## config.mk

```make
export PLATFORM = sky130hd
export DESIGN_NAME = fpmul_issue
export DESIGN_NICKNAME = d
export VERILOG_FILES = /design/src/rtl/fpmul_issue.sv
export SDC_FILE = /design/constraint.sdc
export NUM_CORES = 1
export LEC_CHECK = 0
export CAP_MARGIN = 20
export CORE_ASPECT_RATIO = 1.2
export CORE_MARGIN = 2
export CORE_UTILIZATION = 48
export CTS_BUF_LIST = sky130_fd_sc_hd__clkbuf_2 sky130_fd_sc_hd__clkbuf_4 sky130_fd_sc_hd__clkbuf_8
export CTS_CLUSTER_SIZE = 25
export DETAILED_ROUTE_END_ITERATION = 10
export GPL_ROUTABILITY_DRIVEN = 0
export GPL_TIMING_DRIVEN = 0
export PLACE_DENSITY = 0.88
export SETUP_SLACK_MARGIN = 0.02
export SYNTH_ARGS = -nofsm -noshare
export SYNTH_HDL_FRONTEND = slang
export SYNTH_SLANG_ARGS = --single-unit
```

## constraint.sdc

```tcl
create_clock -name clk -period 3.7 [get_ports clk]
set_clock_uncertainty 0.2 [all_clocks]
set_input_delay 0.74 -clock clk [delete_from_list [all_inputs] [get_ports clk]]
set_output_delay 0.74 -clock clk [all_outputs]
set_load 0.03 [all_outputs]
```

## src/rtl/fpmul_issue.sv

```systemverilog
// fpmul_issue: issue stage around an external combinational FP32 multiplier.
// Operands are captured in IDLE, special cases and exponent range are resolved
// in EXEC, and the result is queued in a 2-entry output FIFO.
module fpmul_issue (
  input  logic        clk,
  input  logic        rst,
  input  logic        in_valid,
  input  logic [31:0] in_a,
  input  logic [31:0] in_b,
  output logic        in_ready,
  output logic [31:0] mul_a,
  output logic [31:0] mul_b,
  input  logic [31:0] mul_s,
  output logic        out_valid,
  output logic [31:0] out_s,
  output logic [2:0]  out_flags,
  input  logic        out_ready
);

  localparam logic ST_IDLE = 1'b0;
  localparam logic ST_EXEC = 1'b1;

  logic        state;
  logic        state_next;
  logic [31:0] op_a;
  logic [31:0] op_b;

  logic [34:0] fifo_mem [2];
  logic        wr_ptr;
  logic        rd_ptr;
  logic [1:0]  count;
  logic [1:0]  count_next;

  logic        accept;
  logic        push;
  logic        pop;

  logic [7:0]  ea;
  logic [7:0]  eb;
  logic        a_nan;
  logic        b_nan;
  logic        a_inf;
  logic        b_inf;
  logic        a_zero;
  logic        b_zero;
  logic        sign;
  logic [8:0]  exp_sum;
  logic        ovf;
  logic        unf;
  logic [31:0] res_s;
  logic [2:0]  res_flags;
  logic [34:0] head;

  // in_ready is forced low while reset is asserted, not just after it.
  assign in_ready = !rst && (state == ST_IDLE) && (count < 2'd2);
  assign accept   = in_valid && in_ready;
  assign push     = (state == ST_EXEC);
  assign pop      = out_valid && out_ready;

  assign mul_a = op_a;
  assign mul_b = op_b;

  // Operand classification; denormals count as zero.
  assign ea      = op_a[30:23];
  assign eb      = op_b[30:23];
  assign a_nan   = (ea == 8'hFF) && (op_a[22:0] != 23'h0);
  assign b_nan   = (eb == 8'hFF) && (op_b[22:0] != 23'h0);
  assign a_inf   = (ea == 8'hFF) && (op_a[22:0] == 23'h0);
  assign b_inf   = (eb == 8'hFF) && (op_b[22:0] == 23'h0);
  assign a_zero  = (ea == 8'h00);
  assign b_zero  = (eb == 8'h00);
  assign sign    = op_a[31] ^ op_b[31];
  assign exp_sum = {1'b0, ea} + {1'b0, eb};

  // Biased sum 381/127 are the borderline cases where the multiplier's
  // normalisation carry decides whether the exponent is still in range.
  assign ovf = (exp_sum >= 9'd382) || ((exp_sum == 9'd381) && (mul_s[30:23] == 8'hFF));
  assign unf = (exp_sum <= 9'd126) || ((exp_sum == 9'd127) && (mul_s[30:23] == 8'h00));

  // Result selection in priority order: invalid, infinity, zero, range, normal.
  always_comb begin
    res_s     = 32'h0;
    res_flags = 3'b000;
    if (a_nan || b_nan || (a_inf && b_zero) || (a_zero && b_inf)) begin
      res_s     = 32'h7FC0_0000;
      res_flags = 3'b100;
    end else if (a_inf || b_inf) begin
      res_s = {sign, 8'hFF, 23'h0};
    end else if (a_zero || b_zero) begin
      res_s = {sign, 31'h0};
    end else if (ovf) begin
      res_s     = {sign, 8'hFF, 23'h0};
      res_flags = 3'b010;
    end else if (unf) begin
      res_s     = {sign, 31'h0};
      res_flags = 3'b001;
    end else begin
      res_s = {sign, mul_s[30:0]};
    end
  end

  // Two-state issue FSM: EXEC always lasts exactly one cycle.
  always_comb begin
    state_next = state;
    unique case (state)
      ST_IDLE: if (accept) state_next = ST_EXEC;
      ST_EXEC: state_next = ST_IDLE;
      default: state_next = ST_IDLE;
    endcase
  end

  // FSM state and operand registers.
  always_ff @(posedge clk or posedge rst) begin
    if (rst) begin
      state <= ST_IDLE;
      op_a  <= 32'h0;
      op_b  <= 32'h0;
    end else begin
      state <= state_next;
      if (accept) begin
        op_a <= in_a;
        op_b <= in_b;
      end
    end
  end

  // FIFO occupancy: push and pop together leave it unchanged.
  always_comb begin
    count_next = count;
    if (push && !pop) begin
      count_next = count + 2'd1;
    end else if (pop && !push) begin
      count_next = count - 2'd1;
    end
  end

  // FIFO pointers and count.
  always_ff @(posedge clk or posedge rst) begin
    if (rst) begin
      wr_ptr <= 1'b0;
      rd_ptr <= 1'b0;
      count  <= 2'd0;
    end else begin
      count <= count_next;
      if (push) wr_ptr <= ~wr_ptr;
      if (pop)  rd_ptr <= ~rd_ptr;
    end
  end

  // FIFO storage; never reset, the output is gated by out_valid instead.
  always_ff @(posedge clk) begin
    if (push) begin
      fifo_mem[wr_ptr] <= {res_s, res_flags};
    end
  end

  assign out_valid = (count != 2'd0);
  assign head      = out_valid ? fifo_mem[rd_ptr] : 35'h0;
  assign out_s     = head[34:3];
  assign out_flags = head[2:0];

endmodule

```

==> results of run 1 <==
==> area by class of cell <==
class,count,area share (%)
clock inverters,14,1.526
repair buffers,202,22.82
well taps,164,2.296
inverters,27,1.134
plain buffers,24,1.484
clock buffers,18,2.702
flip-flops and latches,139,42.85
multi-input cells,286,25.19
==> registers in the layout (all words and copies together) (netlist names) <==
| register | cells |
|---|---|
| rd_ptr | 1 |
| mul_a | 32 |
| wr_ptr | 1 |
| fifo_mem | 70 |
| mul_b | 32 |
| push | 1 |
| count | 2 |
==> power by group through the flow <==
| stage | sequential, mW | combinational [mW] | clock (mW) |
|---|---|---|---|
| 6_report | 2.92 | 5.42 | 1.18 |
| 4_1_cts | 2.89 | 5.44 | 1.21 |
| 3_5_place_dp | 2.92 | 5.41 | 0 |
| 5_1_grt | 2.99 | 5.78 | 1.27 |
| 2_1_floorplan | 3.53 | 2.79 | 0 |
| 3_3_place_gp | 2.88 | 5.20 | 0 |
==> stage by stage <==
| stage | setup TNS (ns) | utilization, % | setup WS [ns] |
|---|---|---|---|
| after global routing | 0 | 70.23 | 0.06174 |
| after global placement | -2.428 | 66.79 | -0.04246 |
| final | 0 | 70.23 | 0.2649 |
| after CTS | 0 | 70.18 | 0.03126 |
| after detailed placement | 0 | 67.18 | 0.2062 |
| after floorplan | 0 | - | 0.6073 |
==> worst max-delay path: stages, from the launching register on <==
cell and delay [ns]:
dfrtp_1 0.43, nor2_2 0.41, clkbuf_1 0.44, nor2_1 0.14, clkdlybuf4s50_1 0.64
==> worst max path at each step <==
stage	start	to	slack (ns)	cells after the start
floorplan	mul_b[23]$_DFFE_PP0P_	fifo_mem[0][27]$_DFFE_PP_	0.61	10
global placement	rst	mul_b[5]$_DFFE_PP0P_	-0.04	2
detailed placement	mul_b[23]$_DFFE_PP0P_	fifo_mem[1][8]$_DFFE_PP_	0.21	10
CTS	count[0]$_DFFE_PP0P_	out_s[1]	0.03	4
global route	count[0]$_DFFE_PP0P_	out_s[1]	0.06	4
finish	count[0]$_DFFE_PP0P_	out_s[1]	0.26	4
==> cell usage after synthesis, drive strengths merged, types with 3 or more instances <==
cell and n:
o21ai 6, o31ai 9, buf 15, edfxtp 70, ha 9, mux2i 35
xor2 3, nor3 5, inv 27, xnor2 6, a21oi 6, dfrtp 69
nand4 8, nand2 13, nor2b 3, a221oi 8, clkbuf 10, mux2 62
nand3 4, nor4 39, nor2 48
==> routing by layer <==
layer / global-route usage (%) / up-vias / routed length (microns)
met3: 9.306 / 29 / 1548
met5: 0 / - / 0
met2: 42.10 / 239 / 8502
met1: 24.94 / 2306 / 5784
li1: - / 2227 / -
met4: 8.296 / 0 / 248
==> kinds of logic after synthesis <==
logic type               after synthesis  synth area share [%]
multiplexers                          97                 16.64
flip-flops                           139                 60.75
XOR/XNOR                               9                 1.251
adder cells (fa/ha/maj)               10                 2.104
AND/OR/NAND/NOR                      128                 10.38
AO/OA/AOI/OAI                         42                 5.162
buffers and inverters                 52                 3.712
==> what timing repair did <==
| item | in CTS | in global routing |
|---|---|---|
| gates resized for setup | 3 | 1 |
| setup endpoints to repair | 29 | 43 |
| pin swaps | 0 | 1 |
| cloned | 0 | 0 |
| setup buffers | 0 | 1 |
==> metrics.txt, run 1 <==
Psw 4.208 mW; Net Sw Frac 44.19%; drt via density 5.493; hold-fix buffers at CTS 0; IO Count 201; FMAX 291.1 MHz; post-DR wirelength/cell 18.40 microns; Filler cells 885; CTS clock-pin slew for the worst setup and hold paths 0.08 ns; Syn Nets 587; CTS tree yes; first-pass GRT wire length 25,010 microns; Sink Count 139; footprint of the multi-input gates 2251 sq um; grt ovf 0; Reg2Reg Setup Slack 0.45 ns; Port Buffers 199; Reg2Reg Capture Point fifo_mem[1][8]$_DFFE_PP_; WHS Path Cells 1; top post-synthesis cells by area edfxtp_1, dfrtp_1, mux2_2; fraction of layout cells with a size suffix above 1 17.18%; worst path arrival time 2.50 ns; Placed Area 8548 sq um; P per Cell Area 1066 nW/um^2; initial DRC count 238; worst hold path endpoint count[1]$_DFFE_PP0P_; Yosys top cell area share 33.35%; Crit Path Class flop to output port; DRT Pass-1 Iters 4; vias in the first global route 5,002; Pleak 3.510 nW; Clock Power Share 12.4%; area leader, netlist edfxtp_1; Crit path required time 2.76 ns; WHS 0.3385 ns; post-DP HPWL 12,250 microns; Netlist cell types 40; Yosys Warn Count 0; post-layout min period 3.435 ns; HP Class flop to flop; clock root buffer clkbuf_8; Max Root-Sink Buffers 2; Starting Density 49.53%; synthesized area per cell 13.21 sq um; Internal 5.314 mW; commonest non-fill, non-tap cell in the layout clkdlybuf4s50_1; total wire length 16,080 microns; Total GRT Usage 23.49%; worst-skew pair later-pin latency 0.44 ns; Max Cap Viol 0; RSZ-0062 raised after global routing no; # nets final 807; Reg power frac 30.6%; initial antenna violation count 0; Die Height 129.5 microns; Syn-to-layout area delta 41.79%; Site Rows 45; die area 14,070 sq um; ant diodes 0; Post-Synthesis Cells 477; design area 8936 sq um; final count of hold timing violations 0; H-Tree Depth 4; Synth async-reset ratio 49.64%; Max rail drop VDD 649.1 uV; start of the worst register-to-register path mul_b[23]$_DFFE_PP0P_; CTS Buf Count 17; Tcrit/Tclk final 92.84%; Rel. slew slack 44.23%; r2r worst-path depth 10; Seq/Total Area, Yosys 60.75%; Cell Count, Final, Fillers Out 874; largest net degree at the start of global routing 39; Power, Total 9.522 mW; number of flops mapped to enable cells by yosys 70; final setup fails 0; core area 12,720 sq um; Logic pwr share 57.0%; mapped cell area 6302 sq um; peak fanout along the critical path 10; outcome finished clean; register area 3829 sq um; Final ANT Viol Nets 0; crit path capture type output port; Slew @ Worst Pin 0.8354 ns; max-slew violation count 0; DRC 0; Die Width 108.6 microns; Worst Min Path Start count[1]$_DFFE_PP0P_; placed cell count 842; via count 4,801; flops & latches, synth 139; commonest cells after routing, fill and taps aside clkdlybuf4s50_1, edfxtp_1, dfrtp_1, mux2_2, nor2_1; CP Launch Type flop; Main synth FF type edfxtp_1
Note: power is estimated with default switching activity, not from simulation.
==> run 2: changes to the inputs <==
--- a/config.mk
+++ b/config.mk
@@ -8,13 +8,14 @@
 export CAP_MARGIN = 20
 export CORE_ASPECT_RATIO = 1.2
 export CORE_MARGIN = 2
-export CORE_UTILIZATION = 48
+export CORE_UTILIZATION = 50
 export CTS_BUF_LIST = sky130_fd_sc_hd__clkbuf_2 sky130_fd_sc_hd__clkbuf_4 sky130_fd_sc_hd__clkbuf_8
 export CTS_CLUSTER_SIZE = 25
 export DETAILED_ROUTE_END_ITERATION = 10
+export DONT_BUFFER_PORTS = 1
 export GPL_ROUTABILITY_DRIVEN = 0
 export GPL_TIMING_DRIVEN = 0
-export PLACE_DENSITY = 0.88
+export PLACE_DENSITY = 0.7
 export SETUP_SLACK_MARGIN = 0.02
 export SYNTH_ARGS = -nofsm -noshare
 export SYNTH_HDL_FRONTEND = slang
==> run 2 against run 1 <==
First-iteration DRC count is 45% lower. Fmax down 0.26%. Clock-buffer cell count is 1 lower. Sequential share of layout area rose by 12 points. Worst setup slack got worse by 0.0090 ns. Global-route usage decreased by 2.1 points. Routed wire length shrank 13%. Cell count fell by 23%. Register-to-register slack got worse by 0.14 ns. Utilization is 13 points lower. Non-clock buffer count fell by 196.
==> metrics.txt, run 2 (synthesized netlist as in run 1, its figures left out) <==
initial antenna violation count 0 (unchanged); start of the worst register-to-register path mul_a[23]$_DFFE_PP0P_; DRC 0 (unchanged); CP Launch Type flop; max-slew violation count 0 (unchanged); FMAX 290.3 MHz (-0.26%); worst-skew pair later-pin latency 0.44 ns (about the same); CTS clock-pin slew for the worst setup and hold paths 0.08 ns (about the same); HP Class input port to flop; initial DRC count 132 (-45%); Slew @ Worst Pin 1.046 ns (+0.2104 ns); Reg2Reg Capture Point fifo_mem[0][14]$_DFFE_PP_; Syn-to-layout area delta 11.12%; Die Width 106.5 microns (-1.9%); first-pass GRT wire length 21,860 microns (-13%); final setup fails 0 (unchanged); drt via density 5.884 (+7.1%); final count of hold timing violations 0 (unchanged); Top reg by flops fifo_mem; Final ANT Viol Nets 0 (unchanged); CP most frequent cell clkbuf_1; Crit Path Class flop to output port; commonest non-fill, non-tap cell in the layout edfxtp_1; outcome finished clean; Max stage delay cell, worst path clkbuf_1; Port Buffers 0 (-100%); crit path capture type output port; Starting Density 51.57% (+2.0 points); largest net degree at the start of global routing 42 (+7.7%); via count 3,972 (-17%); peak fanout along the critical path 10 (unchanged); r2r worst-path depth 10 (unchanged); CTS tree yes; Total GRT Usage 21.41% (-2.1 points); Max Root-Sink Buffers 2 (unchanged); worst path arrival time 2.50 ns (about the same); Sink Count 139 (unchanged); H-Tree Depth 4 (unchanged); Max Cap Viol 0 (unchanged); Reg2Reg Setup Slack 0.31 ns (-0.14 ns); Worst Min Path Start in_b[24]; worst path cell trace clkbuf_1 > clkbuf_1 > mux2i_1 > nor2_1; post-DR wirelength/cell 20.66 microns (+12%); core area 12,220 sq um (-4.0%); grt ovf 0 (unchanged); post-DP HPWL 10,420 microns (-15%); RSZ-0062 raised after global routing no; post-layout min period 3.444 ns (+0.009014 ns); IO Count 201 (unchanged); CTS Buf Count 17 (unchanged); max incr delay on CP 0.61 ns (-0.03 ns); clock root buffer clkbuf_8; Die Height 127.0 microns (-2.0%); commonest cells after routing, fill and taps aside edfxtp_1, dfrtp_1, mux2_2, nor2_1, nor4_1; DRT Pass-1 Iters 4 (unchanged); Crit path required time 2.76 ns (about the same); max reg flops 70 (unchanged); Tcrit/Tclk final 93.09% (+0.24 points); Cell Count, Final, Fillers Out 675 (-23%); worst hold path endpoint mul_b[24]$_DFFE_PP0P_; fraction of layout cells with a size suffix above 1 23.15% (+6.0 points); Rel. slew slack 29.74% (-14 points); # nets final 611 (-24%); total wire length 13,940 microns (-13%); WHS Path Cells 2 (+1); vias in the first global route 4,162 (-17%); ant diodes 0 (unchanged); placed cell count 641 (-24%); die area 13,520 sq um (-3.9%); Site Rows 44 (-2.2%)
-- run 2: changes by cell type in the layout (fill, tap and decap cells not counted), moves of 2 or more --
cell,delta
clkbuf_1,+2
clkdlybuf4s50_1,-199
clkinv_1,+2
buf_16,+2
clkinv_4,+3
-- run 2: what timing repair did --
item / 4_1_cts / 5_1_grt
hold buffers: 1 / 0
pin swaps: 1 / 0
endpoints found under the hold margin: 4 / 0
resized for setup: 0 / 3
setup buffers: 1 / 0
endpoints found under the setup margin: 10 / 4
-- run 2: metal layers --
metal / global-route usage (%) / wire [microns] / vias up
met5: 0 / 0 / -
met4: 8.327 / 259 / 0
met3: 8.827 / 1294 / 21
met2: 37.71 / 7223 / 171
met1: 22.87 / 5166 / 1944
li1: - / - / 1836
-- run 2: critical path, delay by kind of cell (launching register included) --
kind	cells	cell delay, ns
flip-flops	1	0.33
multiplexers	1	0.16
buffers and inverters	2	1.06
AND/OR/NAND/NOR	1	0.51
-- run 2: worst max-delay path by stage --
stage / slack [ns] / endpoint / start / cells after the start
final: 0.26 / out_s[3] / rd_ptr$_DFFE_PP0P_ / 4
after detailed placement: -0.04 / fifo_mem[0][14]$_DFFE_PP_ / mul_b[23]$_DFFE_PP0P_ / 10
after floorplan: 0.61 / fifo_mem[0][27]$_DFFE_PP_ / mul_b[23]$_DFFE_PP0P_ / 10
after global placement: 0.1 / fifo_mem[0][24]$_DFFE_PP_ / mul_b[23]$_DFFE_PP0P_ / 10
after CTS: 0.14 / out_s[22] / rd_ptr$_DFFE_PP0P_ / 4
after global routing: 0.03 / fifo_mem[1][14]$_DFFE_PP_ / mul_a[23]$_DFFE_PP0P_ / 10
-- run 2: layout make-up --
class / instances / area, sq um
Buffer: 25 / 133.9
Clock buffer: 17 / 234.0
Clock inverter: 15 / 161.4
Fill cell: 1005 / 5219
Inverter: 27 / 101.3
Multi-Input combinational cell: 286 / 2248
Sequential cell: 139 / 3830
Tap cell: 161 / 201.4
Timing Repair Buffer: 5 / 92.59
-- run 2: per-stage QoR --
step | setup WS [ns] | hold WS, ns | TNS (ns) | cell area [sq um] | util (%)
final | 0.2558 | 0.2305 | 0 | 7003 | 57.30
after global routing | 0.03094 | 0.2073 | 0 | 7003 | 57.30
after CTS | 0.1434 | 0.2051 | 0 | 7000 | 57.28
after detailed placement | -0.04117 | 0.2900 | -0.09471 | 6588 | 53.90
after global placement | 0.09525 | 0.2683 | 0 | 6504 | 53.21
after floorplan | 0.6073 | 0.2531 | 0 | 6302 | -
Power of run 2 is not shown: default switching activity piles up to over one toggle a cycle in this logic, so the estimate is an artifact.
